## src/rtl/multicycle_control.sv

```systemverilog
// Multi-cycle RV32I control FSM: sequences fetch/decode/execute/memory/write-back,
// handshakes with the shared memory port and an optional mul/div unit, counts retirements.
module multicycle_control #(
    parameter int MULDIV_EN = 0,
    parameter int CNT_W     = 32
) (
    input  logic             clk,
    input  logic             rst_n,
    input  logic [6:0]       op,
    input  logic [2:0]       func3,
    input  logic [6:0]       func7,
    input  logic             alu_zero,
    input  logic             alu_last_bit,
    input  logic             mem_ready,
    input  logic             muldiv_done,
    output logic             mem_req,
    output logic             mem_we,
    output logic             adr_source,
    output logic             ir_write,
    output logic             pc_write,
    output logic             reg_write,
    output logic [1:0]       alu_src_a,
    output logic [1:0]       alu_src_b,
    output logic [3:0]       alu_control,
    output logic [2:0]       imm_source,
    output logic [1:0]       result_src,
    output logic             muldiv_start,
    output logic             illegal_instr,
    output logic [CNT_W-1:0] instret
);

    localparam logic [6:0] OP_LOAD   = 7'b0000011;
    localparam logic [6:0] OP_STORE  = 7'b0100011;
    localparam logic [6:0] OP_R      = 7'b0110011;
    localparam logic [6:0] OP_I      = 7'b0010011;
    localparam logic [6:0] OP_BRANCH = 7'b1100011;
    localparam logic [6:0] OP_JAL    = 7'b1101111;
    localparam logic [6:0] OP_JALR   = 7'b1100111;
    localparam logic [6:0] OP_LUI    = 7'b0110111;
    localparam logic [6:0] OP_AUIPC  = 7'b0010111;

    localparam logic [3:0] ALU_ADD  = 4'b0000;
    localparam logic [3:0] ALU_SUB  = 4'b0001;
    localparam logic [3:0] ALU_AND  = 4'b0010;
    localparam logic [3:0] ALU_OR   = 4'b0011;
    localparam logic [3:0] ALU_XOR  = 4'b0100;
    localparam logic [3:0] ALU_SLT  = 4'b0101;
    localparam logic [3:0] ALU_SLTU = 4'b0110;
    localparam logic [3:0] ALU_SLL  = 4'b0111;
    localparam logic [3:0] ALU_SRL  = 4'b1000;
    localparam logic [3:0] ALU_SRA  = 4'b1001;

    localparam logic [1:0] A_PC     = 2'b00;
    localparam logic [1:0] A_OLDPC  = 2'b01;
    localparam logic [1:0] A_RS1    = 2'b10;
    localparam logic [1:0] A_ZERO   = 2'b11;
    localparam logic [1:0] B_RS2    = 2'b00;
    localparam logic [1:0] B_IMM    = 2'b01;
    localparam logic [1:0] B_FOUR   = 2'b10;

    localparam logic [2:0] IMM_I = 3'b000;
    localparam logic [2:0] IMM_S = 3'b001;
    localparam logic [2:0] IMM_B = 3'b010;
    localparam logic [2:0] IMM_J = 3'b011;
    localparam logic [2:0] IMM_U = 3'b100;

    localparam logic [1:0] RES_ALUOUT = 2'b00;
    localparam logic [1:0] RES_MEM    = 2'b01;
    localparam logic [1:0] RES_ALU    = 2'b10;
    localparam logic [1:0] RES_MULDIV = 2'b11;

    typedef enum logic [4:0] {
        S_RESET,
        S_FETCH,
        S_DECODE,
        S_MEMADR,
        S_MEMREAD,
        S_MEMWB,
        S_MEMWRITE,
        S_EXECR,
        S_EXECI,
        S_ALUWB,
        S_MULDIV,
        S_BRANCH,
        S_JALRADR,
        S_JAL,
        S_LUI,
        S_AUIPC,
        S_TRAP
    } state_t;

    state_t state;
    state_t state_next;
    logic   md_busy;
    logic   md_ack;
    logic   muldiv_sel;
    logic   func7_std;
    logic   branch_taken;
    logic   branch_bad;
    logic [3:0] branch_alu;

    function automatic logic [3:0] alu_decode(input logic [2:0] f3, input logic alt);
        logic [3:0] code;
        case (f3)
            3'b000:  code = alt ? ALU_SUB : ALU_ADD;
            3'b001:  code = ALU_SLL;
            3'b010:  code = ALU_SLT;
            3'b011:  code = ALU_SLTU;
            3'b100:  code = ALU_XOR;
            3'b101:  code = alt ? ALU_SRA : ALU_SRL;
            3'b110:  code = ALU_OR;
            default: code = ALU_AND;
        endcase
        return code;
    endfunction

    assign muldiv_sel = (MULDIV_EN != 0) && (func7 == 7'b0000001);
    assign func7_std  = (func7 == 7'b0000000) || (func7 == 7'b0100000);
    // md_busy masks the entry cycle so a done pulse coincident with start is ignored.
    assign md_ack     = md_busy && muldiv_done;

    always_comb begin
        branch_taken = 1'b0;
        branch_alu   = ALU_ADD;
        branch_bad   = 1'b0;
        case (func3)
            3'b000: begin branch_taken = alu_zero;      branch_alu = ALU_SUB;  end
            3'b001: begin branch_taken = !alu_zero;     branch_alu = ALU_SUB;  end
            3'b100: begin branch_taken = alu_last_bit;  branch_alu = ALU_SLT;  end
            3'b101: begin branch_taken = !alu_last_bit; branch_alu = ALU_SLT;  end
            3'b110: begin branch_taken = alu_last_bit;  branch_alu = ALU_SLTU; end
            3'b111: begin branch_taken = !alu_last_bit; branch_alu = ALU_SLTU; end
            default: branch_bad = 1'b1;
        endcase
    end

    always_ff @(posedge clk or negedge rst_n) begin
        if (!rst_n) begin
            state   <= S_RESET;
            md_busy <= 1'b0;
        end else begin
            state   <= state_next;
            md_busy <= (state == S_MULDIV);
        end
    end

    always_comb begin
        state_next = state;
        case (state)
            S_RESET:  state_next = S_FETCH;
            S_FETCH:  if (mem_ready) state_next = S_DECODE;
            S_DECODE: begin
                case (op)
                    OP_LOAD, OP_STORE: state_next = S_MEMADR;
                    OP_R:              state_next = S_EXECR;
                    OP_I:              state_next = S_EXECI;
                    OP_BRANCH:         state_next = S_BRANCH;
                    OP_JAL:            state_next = S_JAL;
                    OP_JALR:           state_next = S_JALRADR;
                    OP_LUI:            state_next = S_LUI;
                    OP_AUIPC:          state_next = S_AUIPC;
                    default:           state_next = S_TRAP;
                endcase
            end
            S_MEMADR:   state_next = (op == OP_LOAD) ? S_MEMREAD : S_MEMWRITE;
            S_MEMREAD:  if (mem_ready) state_next = S_MEMWB;
            S_MEMWB:    state_next = S_FETCH;
            S_MEMWRITE: if (mem_ready) state_next = S_FETCH;
            S_EXECR: begin
                if (muldiv_sel)      state_next = S_MULDIV;
                else if (func7_std)  state_next = S_ALUWB;
                else                 state_next = S_TRAP;
            end
            S_EXECI:   state_next = S_ALUWB;
            S_ALUWB:   state_next = S_FETCH;
            S_MULDIV:  if (md_ack) state_next = S_FETCH;
            S_BRANCH:  state_next = branch_bad ? S_TRAP : S_FETCH;
            S_JALRADR: state_next = S_JAL;
            S_JAL:     state_next = S_ALUWB;
            S_LUI:     state_next = S_ALUWB;
            S_AUIPC:   state_next = S_ALUWB;
            S_TRAP:    state_next = S_TRAP;
            default:   state_next = S_TRAP;
        endcase
    end

    always_comb begin
        mem_req       = 1'b0;
        mem_we        = 1'b0;
        adr_source    = 1'b0;
        ir_write      = 1'b0;
        pc_write      = 1'b0;
        reg_write     = 1'b0;
        alu_src_a     = A_PC;
        alu_src_b     = B_RS2;
        alu_control   = ALU_ADD;
        imm_source    = IMM_I;
        result_src    = RES_ALUOUT;
        muldiv_start  = 1'b0;
        illegal_instr = 1'b0;
        case (state)
            S_FETCH: begin
                mem_req    = 1'b1;
                alu_src_a  = A_PC;
                alu_src_b  = B_FOUR;
                result_src = RES_ALU;
                ir_write   = mem_ready;
                pc_write   = mem_ready;
            end
            // ALUOut captures the branch/JAL target while the opcode is dispatched.
            S_DECODE: begin
                alu_src_a = A_OLDPC;
                alu_src_b = B_IMM;
                case (op)
                    OP_STORE:         imm_source = IMM_S;
                    OP_BRANCH:        imm_source = IMM_B;
                    OP_JAL:           imm_source = IMM_J;
                    OP_LUI, OP_AUIPC: imm_source = IMM_U;
                    default:          imm_source = IMM_I;
                endcase
            end
            S_MEMADR: begin
                alu_src_a  = A_RS1;
                alu_src_b  = B_IMM;
                imm_source = (op == OP_LOAD) ? IMM_I : IMM_S;
            end
            S_MEMREAD: begin
                mem_req    = 1'b1;
                adr_source = 1'b1;
            end
            S_MEMWB: begin
                result_src = RES_MEM;
                reg_write  = 1'b1;
            end
            S_MEMWRITE: begin
                mem_req    = 1'b1;
                mem_we     = 1'b1;
                adr_source = 1'b1;
            end
            S_EXECR: begin
                alu_src_a   = A_RS1;
                alu_src_b   = B_RS2;
                alu_control = alu_decode(func3, func7[5]);
            end
            S_EXECI: begin
                alu_src_a   = A_RS1;
                alu_src_b   = B_IMM;
                alu_control = alu_decode(func3, (func3 == 3'b101) && func7[5]);
            end
            S_ALUWB: begin
                result_src = RES_ALUOUT;
                reg_write  = 1'b1;
            end
            S_MULDIV: begin
                muldiv_start = !md_busy;
                if (md_ack) begin
                    result_src = RES_MULDIV;
                    reg_write  = 1'b1;
                end
            end
            S_BRANCH: begin
                alu_src_a   = A_RS1;
                alu_src_b   = B_RS2;
                alu_control = branch_alu;
                result_src  = RES_ALUOUT;
                pc_write    = branch_taken;
            end
            S_JALRADR: begin
                alu_src_a = A_RS1;
                alu_src_b = B_IMM;
            end
            // PC takes the target from ALUOut while the ALU forms the link address.
            S_JAL: begin
                pc_write   = 1'b1;
                result_src = RES_ALUOUT;
                alu_src_a  = A_OLDPC;
                alu_src_b  = B_FOUR;
            end
            S_LUI: begin
                alu_src_a  = A_ZERO;
                alu_src_b  = B_IMM;
                imm_source = IMM_U;
            end
            S_AUIPC: begin
                alu_src_a  = A_OLDPC;
                alu_src_b  = B_IMM;
                imm_source = IMM_U;
            end
            S_TRAP:  illegal_instr = 1'b1;
            default: ;
        endcase
    end

    // Every return to FETCH retires one instruction; leaving reset does not.
    always_ff @(posedge clk or negedge rst_n) begin
        if (!rst_n) begin
            instret <= '0;
        end else if (state != S_RESET && state != S_FETCH && state_next == S_FETCH) begin
            instret <= instret + CNT_W'(1);
        end
    end

endmodule
```

## config.mk

```make
export PLATFORM = sky130hd
export DESIGN_NAME = multicycle_control
export DESIGN_NICKNAME = d
export VERILOG_FILES = /design/src/rtl/multicycle_control.sv
export SDC_FILE = /design/constraint.sdc
export NUM_CORES = 1
export LEC_CHECK = 0
export ABC_CLOCK_PERIOD_IN_PS = 2910
export CAP_MARGIN = 5
export CORE_UTILIZATION = 45
export CTS_CLUSTER_DIAMETER = 30
export DETAILED_ROUTE_END_ITERATION = 10
export PLACE_DENSITY = 0.75
export RECOVER_POWER = 25
export SYNTH_ARGS = -nofsm -noshare
export SYNTH_HDL_FRONTEND = slang
export SYNTH_SLANG_ARGS = --single-unit
```

## constraint.sdc

```tcl
create_clock -name clk -period 2.91 [get_ports clk]
set_input_delay 0.582 -clock clk [delete_from_list [all_inputs] [get_ports clk]]
set_output_delay 0.582 -clock clk [all_outputs]
set_load 0.05 [all_outputs]
```

==> results of run 1 <==
==> power groups by stage <==
| stage | clock (mW) | sequential (mW) | combinational [mW] |
|---|---|---|---|
| final | 0.381 | 0.707 | 1.13 |
| after global routing | 0.398 | 0.719 | 1.19 |
| after CTS | 0.383 | 0.706 | 1.04 |
| after detailed placement | 0 | 0.712 | 1.03 |
| after global placement | 0 | 0.713 | 1.02 |
| after floorplan | 0 | 0.784 | 0.600 |
==> stage by stage <==
stage / std cells / power [mW]
after CTS: 482 / 2.13
after global placement: 474 / 1.73
final: 484 / 2.21
after global routing: 484 / 2.31
after detailed placement: 474 / 1.75
after floorplan: 319 / 1.38
==> routing by layer <==
| layer | wire length [µm] | part of all wire (%) | GRT usage, % | up-vias |
|---|---|---|---|---|
| li1 | - | - | - | 1347 |
| met1 | 3260 | 45 | 30.3 | 1313 |
| met2 | 3460 | 48 | 37.2 | 91 |
| met3 | 299 | 4.2 | 2.92 | 14 |
| met4 | 146 | 2.0 | 7.86 | 0 |
| met5 | 0 | 0 | 0 | - |
==> worst reg2reg max path, delay by kind of cell, from the launching register on <==
kind	cells	cell delay, ns
and+or+nand+nor	4	1.24
buffers and inverters	3	0.53
xor gates and xnor gates	1	0.14
DFF	1	0.51
==> layout make-up <==
| class | count | area (µm²) | area share [%] |
|---|---|---|---|
| clock inverter | 1 | 5.00 | 0.122 |
| clock buffer | 7 | 86.3 | 2.11 |
| tap | 75 | 93.8 | 2.30 |
| sequential | 38 | 955 | 23.4 |
| timing repair buffer | 104 | 1110 | 27.2 |
| inverter | 11 | 41.3 | 1.01 |
| multi-input combinational | 248 | 1800 | 44.0 |
==> kinds of logic (layout without fill, tap and decap cells) <==
group / after synthesis / after routing / share of synthesized area, %
AND/OR/NAND/NOR: 161 / 161 / 36.5
AO/OA/AOI/OAI: 53 / 53 / 12.9
flip-flops: 38 / 38 / 34.1
buffers and inverters: 33 / 123 / 5.69
XOR/XNOR: 32 / 32 / 10.0
adder cells (fa/ha/maj): 1 / 1 / 0.448
multiplexers: 1 / 1 / 0.403
==> what timing repair did <==
item	CTS	global route
setup buffers	0	1
cloned	0	1
resized for setup	3	13
pin swaps	0	6
hold buffers	0	0
setup endpoints to repair	5	23
==> state kept, by name, indices dropped and copies added (netlist names) <==
name / cells
instret: 32
state: 5
md_busy: 1
==> path summary, 6_finish.rpt <==
path | start | to | slack, ns | cells past startpoint
min | instret[31] | instret[31] | 0.48 | 1
max | muldiv_done | reg_write | 0.06 | 6
max in group asynchronous | rst_n | state[1] | 0.77 | 1
min reg2reg | instret[31] | instret[31] | 0.48 | 1
min in group asynchronous | rst_n | instret[4] | 0.85 | 1
max reg2reg | state[3] | instret[17] | 0.39 | 8
==> synthesized netlist by cell type (3+ instances only) <==
library cell	number
dfrtp_1	38
or4_1	3
buf_2	6
nand2b_1	9
nor4_2	17
inv_1	11
a31oi_1	3
nand2_1	25
a22oi_1	5
nor3_1	22
xor2_1	28
clkbuf_1	10
o21ai_0	9
a21oi_1	11
o22ai_1	3
or2_2	4
nor2b_1	6
nand4_1	9
nand3_1	13
nor2_1	24
xnor2_1	4
buf_6	3
and3_1	4
==> metrics, run 1 <==
Pre-Repair DR Iteration Count 4; # diodes 0; Crit Path Class in -> out; Switch Pwr 0.993 mW; Async SR Flop Fraction 100%; Worst Clk Skew 0.00537 ns; most frequent cells in the layout clkdlybuf4s50_1 (56), dfrtp_1 (35), buf_4 (32), xor2_1 (28), nand2_1 (25); H-Tree Depth 2; die width ~81 µm; largest cells by area after synthesis dfrtp_1 (34%), xor2_1 (8.8%), nor4_2 (7.6%); Synth cell types 62; largest area contributor in the netlist dfrtp_1; Finished Core Util 68.6%; syn nets 343; Tightest Hold Check Type reg -> reg; DRT Wirelength 7170 µm; slew margin rel. -33.3%; Ports 76; CTS tree yes; Placer Congestion between 0.9 and 1; Final HPWL DP 5230 µm; flops & latches, synth 38; outcome complete, but fails checks; top_reg_cell synth dfrtp_1; Core Area between 0.005 and 0.006 mm²; num rows 28; DR DRC count 0; internal power between 1 and 1.5 mW; Synth Cell Area 0.00279 mm²; Clock Sinks 38; final setup margin 0.0622 ns; P_leak between 1.5 and 2 nW; PortBufs between 70 and 80; Initial DRC Count a little under 100; vias in the first global route 2,505; CTS Buf Count 5; pre-CTS setup slack -0.305 ns; crit-path cells clkdlybuf4s50_1, nand2_1, or4_1, or2_2, a21oi_4, buf_12; filler instances approximately 470; Starting Density around 47%; CP arrival 2.27 ns; Worst Path Buf+Inv 2; fin crit share 97.9%; vias per std cell 5.71; Layout area overhead 46.4%; largest net degree at the start of global routing 39; Worst Path Max Fanout 2; share of post-route cells with drive strength above 1 23.0%; Final ANT Viol Nets 0; Sw Share 44.9%; Post-Synthesis Cells 319; most common cell after layout, fill and taps aside clkdlybuf4s50_1; Ys Warns 0; via count around 2,800; clock share of power 17.2%; combinational share of power 50.9%; final hold violation count 0; Fmax achieved 351 MHz; Final Max Slew Viols 39; hold_ws 0.480 ns; max cap viols 1; Clk pin slew, worst setup/hold paths 0.07 ns; worst-margin pin slew 2.00 ns; Reg power frac between 30% and 40%; Tot GR Track Use between 20% and 30%; post-layout min period 2.85 ns; first-pass GRT wire length 11,600 µm; PD cells 542 mW/mm²; clock tree buffer depth 2; Slowest cell on crit path clkdlybuf4s50_1; share of the synthesized area in the top cell type 34.1%; Seq/Total Area, Yosys 34.1%; failing checks max-capacitance violations, max-slew violations; antenna violations before repair 0; Fin Setup TNS 0 ns; Crit. End Element output port; syn_area_per_cell 8.75 µm²; Post-layout nets 432; Worst Path Required 2.33 ns; GRT Residual Overflow 0; peak supply drop 0.000440 V; slowest stage delay, CP 0.48 ns; delay-heaviest family, CP simple AND/OR/NAND/NOR gates; root buf cell clkbuf_8; die height 80.8 µm; Setup-failing EPs final 0; Area after DPL 0.00388 mm²; Post-synth EDFFs 0; Clock Latency Late Sink 0.29 ns; fin area slightly above 0.004 mm²; Critical Path Start Type input port; drt wl/cell 14.8 µm; die area 0.00652 mm²
No activity file was read; power rests on OpenSTA's default activity.
==> run 2: changes to the inputs <==
Settings changed: CORE_MARGIN from default to 2, DONT_BUFFER_PORTS from default to 1, PLACE_DENSITY 0.75 to 0.6.
==> run 2 against run 1 <==
Sequential power grew 3.7%. Combinational power fell by 25%. Global-route usage down 1.1 points. Largest power group unchanged. Count of clock-buffer cells in the layout fell by 1. The flow still finishes with violations (max-capacitance violations, max-slew violations). Critical path depth shrank 1. Cell count fell by 13%. Setup slack better by 0.038 ns. Maximum frequency increased by 1.4%. Register-to-register slack got worse by 0.08 ns. Via count decreased by 11%. Utilization down 14 points. Die area is 5.0% higher.
==> metrics, run 2 (synthesized netlist as in run 1, its figures left out) <==
outcome complete, but fails checks (unchanged); failing checks max-capacitance violations, max-slew violations (unchanged); CTS Buf Count 5 (unchanged); Worst Path Required 2.33 ns (about the same); PortBufs 0 (was 75); Layout area overhead 16.1% (was 46.4%); Crit Path Class reg -> out (was in -> out); Largest register FFs 32 (unchanged); first-pass GRT wire length 11,300 µm (was 11,600 µm); Fmax achieved 356 MHz (was 351 MHz); Final Max Slew Viols 39 (unchanged); Ports 76 (unchanged); slew margin rel. -33.4% (was -33.3%); CP arrival 2.23 ns (was 2.27 ns); Placer Congestion 0.875 (was 0.907); GRT Residual Overflow 0 (unchanged); post-layout min period 2.81 ns (was 2.85 ns); via count 2,471 (was 2,765); Hold Crit Depth 2 (was 1); vias in the first global route 2,334 (was 2,505); CTS tree yes (unchanged); root buf cell clkbuf_8 (unchanged); Inst Count DP 416 (was 474); Initial DRC Count 57 (was 99); PD cells 597 mW/mm² (was 542 mW/mm²); DRT Wirelength 6940 µm (was 7170 µm); slowest stage delay, CP 0.58 ns (was 0.48 ns); largest registers instret (32), state (5), md_busy (1) (unchanged); drt wl/cell 16.4 µm (was 14.8 µm); final hold violation count 0 (unchanged); Worst Path Max Fanout 11 (was 2); die area 0.00685 mm² (was 0.00652 mm²); Core Area 0.00596 mm² (unchanged); Pre-Repair DR Iteration Count 4 (unchanged); post-CTS setup buffers 0 (unchanged); num rows 28 (unchanged); register with the most flip-flops instret (unchanged); pre-CTS setup slack 0.0574 ns (was -0.305 ns); # diodes 0 (unchanged); share of post-route cells with drive strength above 1 26.4% (was 23.0%); RSZ-0062 raised after global routing no; max cap viols 1 (unchanged); Critical Path Start Type register (was input port); Worst Clk Skew 0.00269 ns (was 0.00537 ns); DR DRC count 0 (unchanged); Tot GR Track Use 21.4% (was 22.5%); Post-layout nets 373 (was 432); die width 82.8 µm (was 80.8 µm); antenna violations before repair 0 (unchanged); Fin Setup TNS 0 ns (unchanged); Worst Path Buf+Inv 2 (unchanged); Final HPWL DP 5070 µm (was 5230 µm); Slowest cell on crit path dfrtp_1 (was clkdlybuf4s50_1); Clock Latency Late Sink 0.29 ns (about the same); hold path start op[0] (was instret[31]); Hold EP state[4] (was instret[31]); largest net degree at the start of global routing 39 (unchanged); vias per std cell 5.84 (was 5.71); worst-margin pin slew 2.00 ns (about the same); P_leak 1.42 nW (was 1.70 nW); Clock Sinks 38 (unchanged); delay-heaviest family, CP simple AND/OR/NAND/NOR gates (unchanged); clock tree buffer depth 2 (unchanged); Starting Density 46.9% (unchanged); Setup-failing EPs final 0 (unchanged); Final Non-Filler Cells 423 (was 484); die height 82.8 µm (was 80.8 µm); most frequent cells in the layout buf_4 (44), dfrtp_1 (36), xor2_1 (28), nand2_1 (25), nor2_1 (23) (was clkdlybuf4s50_1 (56), dfrtp_1 (35), buf_4 (32), xor2_1 (28), nand2_1 (25)); most common cell after layout, fill and taps aside buf_4 (was clkdlybuf4s50_1); peak supply drop 0.000379 V (was 0.000440 V); fin crit share 96.6% (was 97.9%); crit-path cells inv_1, or4_1, or2_2, a21oi_2, buf_4 (was clkdlybuf4s50_1, nand2_1, or4_1, or2_2, a21oi_4, buf_12); final setup margin 0.100 ns (was 0.0622 ns); H-Tree Depth 2 (unchanged); Finished Core Util 54.4% (was 68.6%); Clk pin slew, worst setup/hold paths 0.07 ns (about the same); reg-to-reg startpoint state[1] (was state[3]); Worst Reg-to-Reg Cells 8 (unchanged); Final ANT Viol Nets 0 (unchanged); capturing point of the worst reg2reg path instret[23] (was instret[17]); reg2reg setup slack 0.31 ns (was 0.39 ns); Tightest Hold Check Type in -> reg (was reg -> reg); Crit. End Element output port (unchanged)
-- run 2: cell count changes in the layout (fill, tap and decap cells not counted), sizes merged --
cell           delta
clkbuf            -2
clkinv            -1
buf               -2
clkdlybuf4s50    -56
-- run 2: how the worst max path moves through the flow --
stage | from | to | slack (ns) | cells past startpoint
3_3_place_gp | func7[1] | instret[29] | 0.13 | 7
2_1_floorplan | state[0] | alu_control[3] | 0.008 | 7
4_1_cts | state[0] | alu_control[0] | 0.08 | 7
3_5_place_dp | func7[1] | instret[13] | 0.06 | 7
5_1_grt | state[1] | reg_write | 0.02 | 5
6_report | state[1] | reg_write | 0.10 | 5
-- run 2: layer usage --
metal	track usage [%]	routed length, µm	up-vias
li1	-	-	1220
met1	29.0	3090	1173
met2	34.7	3420	69
met3	3.37	321	9
met4	7.21	107	0
met5	0	0	-
-- run 2: cell type report --
cell class,count,area [µm²]
Clock buffer,6,82.6
Fill cell,552,2710
Inverter,11,41.3
Multi-Input combinational cell,248,1740
Sequential cell,38,953
Tap cell,75,93.8
Timing Repair Buffer,45,334
-- run 2: what timing repair did --
item	4_1_cts	5_1_grt
hold buffers	1	0
hold endpoints to repair	38	0
setup endpoints to repair	2	2
resized for setup	1	2
-- run 2: through the flow --
| stage | total power [mW] | cell area [µm²] | hold slack [ns] |
|---|---|---|---|
| 6_report | 1.93 | 3240 | 0.547 |
| 3_5_place_dp | 1.57 | 3150 | 0.288 |
| 5_1_grt | 2.03 | 3240 | 0.537 |
| 3_3_place_gp | 1.57 | 3150 | 0.288 |
| 4_1_cts | 1.95 | 3250 | 0.130 |
| 2_1_floorplan | 1.38 | 2820 | 0.286 |
-- run 2: power by group --
part	switching [mW]	internal (mW)	total (mW)	leakage [nW]
combinational	0.573	0.269	0.842	0.883
sequential	0.149	0.584	0.733	0.498
clock	0.176	0.183	0.359	0.0431
total	0.898	1.04	1.93	1.42
==> run 3: changes to the inputs <==
Settings changed: MAX_ROUTING_LAYER from default to met4.
==> run 3 against run 2 <==
The run still ends with max-capacitance violations, max-slew violations left. Final area stayed put. Routed wire length is 0.13% higher. Maximum frequency is 0.40% lower. Global-route usage is 0.58 points higher. Count of clock-buffer cells in the layout stayed put. Largest cell class unchanged. Combinational power hardly changed. Register-to-register slack hardly changed. Critical path depth stayed put. Setup slack worse by 0.011 ns.
==> metrics, run 3 (synthesized netlist as in run 1, its figures left out) <==
num rows 28 (unchanged); Hold EP state[4] (unchanged); largest net degree at the start of global routing 39 (unchanged); capturing point of the worst reg2reg path instret[23] (unchanged); CP arrival 2.24 ns (was 2.23 ns); drt wl/cell 16.4 µm (about the same); # diodes 0 (unchanged); Tot GR Track Use 22.0% (was 21.4%); Crit Path Class reg -> out (unchanged); final hold violation count 0 (unchanged); worst-margin pin slew 2.00 ns (about the same); max cap viols 1 (unchanged); Clock Latency Late Sink 0.29 ns (about the same); Switch Pwr 0.901 mW (was 0.898 mW); GRT Residual Overflow 0 (unchanged); RSZ-0062 raised after global routing no (unchanged); Worst Reg-to-Reg Cells 8 (unchanged); vias per std cell 5.86 (was 5.84); PortBufs 0 (unchanged); crit-path cells inv_1, or4_1, or2_2, a21oi_2, buf_4 (unchanged); Initial DRC Count 58 (was 57); share of post-route cells with drive strength above 1 26.4% (unchanged); hold path start op[0] (unchanged); Crit. End Element output port (unchanged); Fmax achieved 354 MHz (was 356 MHz); Sw Share 46.5% (was 46.4%); vias in the first global route 2,339 (was 2,334); via count 2,478 (was 2,471); antenna violations before repair 0 (unchanged); Top Usage Layer GRT met2 (unchanged); Worst Path Max Fanout 11 (unchanged); Fin Setup TNS 0 ns (unchanged); Tightest Hold Check Type in -> reg (unchanged); outcome complete, but fails checks (unchanged); Worst Path Required 2.33 ns (about the same); Ports 76 (unchanged); CTS Buf Count 5 (unchanged); die area 0.00685 mm² (unchanged); Post-layout nets 373 (unchanged); reg2reg setup slack 0.30 ns (was 0.31 ns); DRT Wirelength 6950 µm (was 6940 µm); reg-to-reg startpoint state[1] (unchanged); P_leak 1.42 nW (unchanged); PD cells 598 mW/mm² (was 597 mW/mm²); peak supply drop 0.000379 V (about the same); Setup-failing EPs final 0 (unchanged); largest registers instret (32), state (5), md_busy (1) (unchanged); Final Max Slew Viols 39 (unchanged); GR Util met3 3.15% (was 3.37%); clock tree buffer depth 2 (unchanged); post-layout min period 2.82 ns (was 2.81 ns); slew margin rel. -33.6% (was -33.4%); Finished Core Util 54.4% (unchanged); post-CTS setup buffers 0 (unchanged); met1 usage 29.0% (about the same); register with the most flip-flops instret (unchanged); first-pass GRT wire length 11,300 µm (about the same); combinational share of power 43.5% (about the same); Worst Clk Skew 0.00486 ns (was 0.00269 ns); Starting Density 46.9% (unchanged); most frequent cells in the layout buf_4 (44), dfrtp_1 (36), xor2_1 (28), nand2_1 (25), nor2_1 (23) (unchanged); die height 82.8 µm (unchanged); Slowest cell on crit path dfrtp_1 (unchanged); Reg power frac 37.8% (was 37.9%); root buf cell clkbuf_8 (unchanged); CTS tree yes (unchanged); Final HPWL DP 5070 µm (unchanged); Layout area overhead 16.1% (unchanged); Critical Path Start Type register (unchanged); internal power 1.04 mW (about the same); most common cell after layout, fill and taps aside buf_4 (unchanged); slowest stage delay, CP 0.59 ns (was 0.58 ns); Placer Congestion 0.889 (was 0.875); die width 82.8 µm (unchanged); Final ANT Viol Nets 0 (unchanged); Clock Sinks 38 (unchanged); Clk pin slew, worst setup/hold paths 0.07 ns (about the same); Pre-Repair DR Iteration Count 5 (was 4); H-Tree Depth 2 (unchanged); failing checks max-capacitance violations, max-slew violations (unchanged); DR DRC count 0 (unchanged); Largest register FFs 32 (unchanged); clock share of power 18.7% (was 18.6%); fin crit share 96.9% (was 96.6%); Core Area 0.00596 mm² (unchanged); Hold Crit Depth 2 (unchanged); met2 Resource Use GR 34.7% (unchanged)
run 3: cell counts in the layout (fill, tap and decap cells not counted):
Identical to the previous run, type by type.
run 3: how the worst max path moves through the flow:
stage | from | endpoint | cells after the start
after floorplan | state[0] | alu_control[3] | 7
after global placement | func7[1] | instret[29] | 7
after detailed placement | func7[1] | instret[13] | 7
after global routing | state[1] | reg_write | 5
final | state[1] | reg_write | 5
after CTS | state[0] | alu_control[0] | 7
run 3: routing by layer:
metal / wire (µm) / part of all wire (%)
met1: 3110 / 45
met2: 3390 / 49
met4: 123 / 1.8
met5: 0 / 0
met3: 327 / 4.7
run 3: cell type report:
type                       instances  area (µm²)
timing repair buffer              45         334
inverter                          11        41.3
sequential                        38         953
tap                               75        93.8
multi-input combinational        248        1740
fill                             552        2710
clock buffer                       6        82.6
run 3: power groups by stage:
stage | combinational (mW) | sequential (mW) | clock (mW)
floorplan | 0.600 | 0.784 | 0
global placement | 0.828 | 0.740 | 0
detailed placement | 0.829 | 0.741 | 0
CTS | 0.848 | 0.731 | 0.371
global route | 0.900 | 0.746 | 0.389
finish | 0.843 | 0.733 | 0.361
run 3: metrics by stage:
stage               instance area (µm²)  setup slack [ns]  hold slack [ns]  power [mW]  std cells
floorplan                          2820           0.00844            0.286        1.38        319
CTS                                3250            0.0792            0.130        1.95        423
global route                       3240            0.0214            0.537        2.03        423
finish                             3240            0.0889            0.546        1.94        423
global placement                   3150             0.129            0.288        1.57        416
detailed placement                 3150            0.0574            0.288        1.57        416
run 3: timing repair:
item / in CTS / in global routing
endpoints found under the setup margin: 2 / 2
endpoints found under the hold margin: 38 / 0
hold buffers: 1 / 0
resized for setup: 1 / 2
run 3: worst max-delay path, delay by kind of cell, from the launching register on:
kind,cells,cell delay (ns)
and+or+nand+nor,2,0.89
DFF,1,0.59
buffers and inverters,2,0.32
AOI/OAI and AO/OA,1,0.16
==> RTL edit 1: new RTL, settings of run 1 <==
Add an input register stage for `muldiv_done`, without a reset; this delays it by one clock. The other inputs are not delayed to match.
--- a/src/rtl/multicycle_control.sv
+++ b/src/rtl/multicycle_control.sv
@@ -89,6 +89,12 @@
         S_TRAP
     } state_t;
 
+    logic muldiv_done_q;
+
+    always_ff @(posedge clk) begin
+        muldiv_done_q <= muldiv_done;
+    end
+
     state_t state;
     state_t state_next;
     logic   md_busy;
@@ -117,7 +123,7 @@
     assign muldiv_sel = (MULDIV_EN != 0) && (func7 == 7'b0000001);
     assign func7_std  = (func7 == 7'b0000000) || (func7 == 7'b0100000);
     // md_busy masks the entry cycle so a done pulse coincident with start is ignored.
-    assign md_ack     = md_busy && muldiv_done;
+    assign md_ack     = md_busy && muldiv_done_q;
 
     always_comb begin
         branch_taken = 1'b0;
Check against the original RTL: no difference found for any inputs over 10 cycles, from zero or initial values and one cycle with rst_n low; that may be too few to reach the edited logic, so the function may still have changed.
==> RTL edit 1 against run 1 <==
  * The run still ends with max-capacitance violations, max-slew violations left
  * Critical path depth down 3
  * Cell area decreased by 6.3%
  * Routed wire length down 1.2%
  * Global-route usage is 0.37 points higher
  * Sequential cell count is 1 higher
  * Worst setup slack improved by 35 ps
  * Core utilization down 4.7 points
  * Die area increased by 1.1%
  * Synthesized area increased by 1.1%
  * Critical endpoint is now illegal_instr
Power is not compared: it rests on default switching activity, and its combinational part moved more than twofold at a synthesized area within 25%.
==> RTL edit 1: results (changes against run 1) <==
[drt]
routedWlPerCell_um = 14.94  ; was 14.81 um
drt_iter0_drc = 204  ; was 99
vias = 2714  ; was 2765

[yosys]
syn_nets = 350  ; was 343
ys_seq_area_frac = 0.3440  ; was 0.3407
synth.distinct_cells = 67  ; was 62
synth.area.top_cells = dfrtp_1 34%, xnor2_1 9.9%, nand3_1 5.9%  ; was dfrtp_1 34%, xor2_1 8.8%, nor4_2 7.6%
synth-async-reset-ratio = 0.9744  ; was 1.000

[run]
cap_violations = 1  ; unchanged

[outcome]
violations = max-capacitance violations, max-slew violations  ; unchanged
outcome = complete, but fails checks  ; unchanged

[placement]
preCtsSetupSlack_ps = 76.65  ; was -304.8 ps
place.gp.congestion = 0.8512  ; was 0.9065
placed_area_um2 = 3702  ; was 3879 um2

[sta]
finClkSkew_ps = 6.057  ; was 5.375 ps
slew_viol_final = 39  ; unchanged

[setup_path]
r2r-start = state[4]  ; was state[3]
arrival_ps = 2230  ; was 2270 ps
cp-endpoint = illegal_instr  ; was reg_write
r2r_end = instret[1]  ; was instret[17]
start_kind = flip-flop  ; was primary input
rrSetupSlack_ps = 650  ; was 390 ps

[finish]
final_nets = 422  ; was 432
drive_gt1_frac = 0.1429  ; was 0.2298
top_regs = instret: 32 flops, state: 5 flops  ; was instret: 32 flops, state: 5 flops, md_busy: 1 flops

[grt]
grt.total_usage = 0.2289  ; was 0.2252

-- RTL edit 1: cells by family after synthesis --
family	after synthesis	synth area share
AND/OR/NAND/NOR	177	0.3697
AO/OA/AOI/OAI	47	0.1228
flip-flops	39	0.3440
XOR/XNOR	32	0.09929
buffers and inverters	29	0.05585
multiplexers	1	0.003989
adder cells (fa/ha/maj)	1	0.004432
-- RTL edit 1: what timing repair did --
item | 4_1_cts | 5_1_grt
resized for setup | 3 | 7
endpoints found under the setup margin | 3 | 8
hold buffers | 0 | 0
-- RTL edit 1: metal layers --
metal,share of wire,vias up,track usage
met4,0.0068,0,0.05536
met1,0.46,1285,0.3247
met5,0,-,0
li1,-,1333,-
met2,0.47,91,0.3605
met3,0.060,5,0.03933
-- RTL edit 1: area by class of cell --
class | count | area [um2]
inverters | 5 | 18.77
multi-input cells | 258 | 1708
repair buffers | 89 | 922.1
flip-flops and latches | 39 | 974.7
clock buffers | 5 | 68.82
well taps | 75 | 93.84
fillers | 505 | 2161
clock inverters | 3 | 43.79
-- RTL edit 1: power breakdown --
| group | switching, mW | internal [mW] | total [mW] | leakage, nW |
|---|---|---|---|---|
| Clock | 0.200 | 0.255 | 0.455 | 0.0581 |
| Combinational | 0.256 | 0.162 | 0.418 | 0.977 |
| Sequential | 0.0488 | 0.571 | 0.620 | 0.525 |
| Total | 0.505 | 0.988 | 1.49 | 1.56 |
-- RTL edit 1: worst max-delay path, stage by stage (launching register included) --
cell and delay (ps):
dfrtp_1 530, nor2_1 380, and3_1 220, clkdlybuf4s50_1 800
-- RTL edit 1: per-stage QoR --
step / total power, mW / util / std cells
after floorplan: 0.8810 / - / 326
after detailed placement: 1.049 / 0.6180 / 466
after global routing: 1.573 / 0.6393 / 474
final: 1.493 / 0.6393 / 474
after global placement: 1.048 / 0.6180 / 466
after CTS: 1.508 / 0.6368 / 474
-- RTL edit 1: how the worst min path moves through the flow --
stage	from	end	slack, ps	cells after the start
2_1_floorplan	rst_n	instret[0]	290	0
3_3_place_gp	instret[31]	instret[31]	460	1
3_5_place_dp	instret[31]	instret[31]	470	1
4_1_cts	rst_n	instret[11]	410	1
5_1_grt	instret[25]	instret[25]	520	1
6_report	instret[31]	instret[31]	480	1
==> RTL edit 2: new RTL, flow settings as in run 1 <==
Without the edit above. `CNT_W`: 32 -> 28.
--- a/src/rtl/multicycle_control.sv
+++ b/src/rtl/multicycle_control.sv
@@ -2,7 +2,7 @@
 // handshakes with the shared memory port and an optional mul/div unit, counts retirements.
 module multicycle_control #(
     parameter int MULDIV_EN = 0,
-    parameter int CNT_W     = 32
+    parameter int CNT_W     = 28
 ) (
     input  logic             clk,
     input  logic             rst_n,
Ports: changed (resized instret); port bits go from 76 to 72. The function was not compared with the original's and may differ.
==> RTL edit 2 against run 1 <==
  * The flow still finishes with violations (max-capacitance violations, max-slew violations)
  * Register-to-register slack improved by 110 ps
  * Synthesized area shrank 18%
  * Worst setup slack improved by 31 ps
  * Routed wire length fell by 12%
  * Non-clock buffer count fell by 12
  * Cell area shrank 17%
  * Via count shrank 13%
  * Sequential cell count decreased by 4
  * Critical path type unchanged
Power is not compared: it rests on default switching activity, and its combinational part moved more than twofold at a synthesized area within 25%.
==> RTL edit 2: results (changes against run 1) <==
[run]
cap_violations = 1  ; unchanged

[cts]
path_clk_slew_ps = 70  ; about the same
cts_resized = 0  ; was 3

[grt]
grt_max_degree = 35  ; was 39
grt_pass1_wl_mm = 10.51  ; was 11.63 mm
grt.total_usage = 0.2563  ; was 0.2252
grt_pass1_vias = 2182  ; was 2505

[setup_path]
rr_worst_depth = 7  ; was 8
arrival_ps = 2240  ; was 2270 ps
rrSetupSlack_ps = 500  ; was 390 ps
cp_max_fo = 7  ; was 2
critical-path-slowest-cell = or3b_2  ; was clkdlybuf4s50_1
cp_top_family = buffers and inverters  ; was simple AND/OR/NAND/NOR gates
r2r_end = instret[27]  ; was instret[17]
max_stage_delay_ps = 510  ; was 480 ps

[yosys]
synth_xor_area_frac = 0.1153  ; was 0.1004
synth_adder_area_share = 0.005488  ; was 0.004482
synth_top_area_frac = 0.3732  ; was 0.3407
ys_seq_area_frac = 0.3732  ; was 0.3407
synth_common_cells = 34 x dfrtp_1, 24 x nand2_1, 24 x nor2_1  ; was 38 x dfrtp_1, 28 x xor2_1, 25 x nand2_1
synthMuxAreaShare = 0.004391  ; was 0.004034
synth_compound_area_frac = 0.1191  ; was 0.1286
syn_nets = 303  ; was 343

[finish]
final_nets = 382  ; was 432
top_regs = instret: 28 flops, state: 5 flops, md_busy: 1 flops  ; was instret: 32 flops, state: 5 flops, md_busy: 1 flops
n_fill_cell = 394  ; was 465
drive_gt1_frac = 0.1592  ; was 0.2298

[worst_hold_path]
worstHoldEndpoint = instret[22]  ; was instret[31]
worstHoldStart = instret[22]  ; was instret[31]

[drt]
drt_wl_total_mm = 6.278  ; was 7.169 mm
drt_iter0_drc = 306  ; was 99
firstDrtPassIters = 5  ; was 4
vias = 2417  ; was 2765

[placement]
placed_area_um2 = 3288  ; was 3879 um2
preCtsSetupSlack_ps = -91.15  ; was -304.8 ps
numPortBuffers = 71  ; was 75

[outcome]
violations = max-capacitance violations, max-slew violations  ; unchanged
outcome = complete, but fails checks  ; unchanged

[sta]
finClkSkew_ps = 7.188  ; was 5.375 ps
slew_viol_final = 35  ; was 39

-- RTL edit 2: per-stage QoR --
step                power (mW)    util  std cells  hold slack [ps]
finish                   1.169  0.7061        425            501.5
global route             1.221  0.7061        425            518.6
CTS                      1.171  0.7035        425            507.9
detailed placement      0.8469  0.6871        418            488.9
global placement        0.8437  0.6871        418            476.0
floorplan               0.7127       -        279            286.4
-- RTL edit 2: per-layer routing --
layer  vias to the layer above  track usage  routed length, um
met2                       115       0.3714               2822
li1                       1149            -                  -
met1                      1146       0.3909               2812
met5                         -            0                  0
met3                         7      0.04144                585
met4                         0      0.07190                 58
-- RTL edit 2: cell type report --
cell class / instances / area (um2) / area share
Multi-Input combinational cell: 216 / 1351 / 0.3999
Timing Repair Buffer: 92 / 979.7 / 0.2899
Sequential cell: 34 / 852.1 / 0.2521
Tap cell: 67 / 83.83 / 0.02481
Clock buffer: 5 / 68.82 / 0.02036
Inverter: 9 / 33.78 / 0.009996
Clock inverter: 2 / 10.01 / 0.002962
-- RTL edit 2: worst max-delay path by stage --
| stage | slack [ps] | endpoint | start | cells past startpoint |
|---|---|---|---|---|
| after floorplan | 150 | imm_source[0] | state[0] | 5 |
| after global placement | -70 | instret[27] | func7[1] | 8 |
| after detailed placement | -90 | instret[16] | func7[1] | 9 |
| after CTS | 80 | imm_source[0] | state[2] | 5 |
| after global routing | 9 | instret[15] | func7[1] | 9 |
| final | 90 | imm_source[2] | op[4] | 5 |
-- RTL edit 2: power groups by stage --
stage                     registers (mW)  clock network [mW]  logic (mW)
after detailed placement           0.549                   0       0.298
final                              0.541               0.327       0.301
after floorplan                    0.625                   0      0.0874
after CTS                          0.540               0.330       0.301
after global placement             0.547                   0       0.296
after global routing               0.547               0.352       0.322
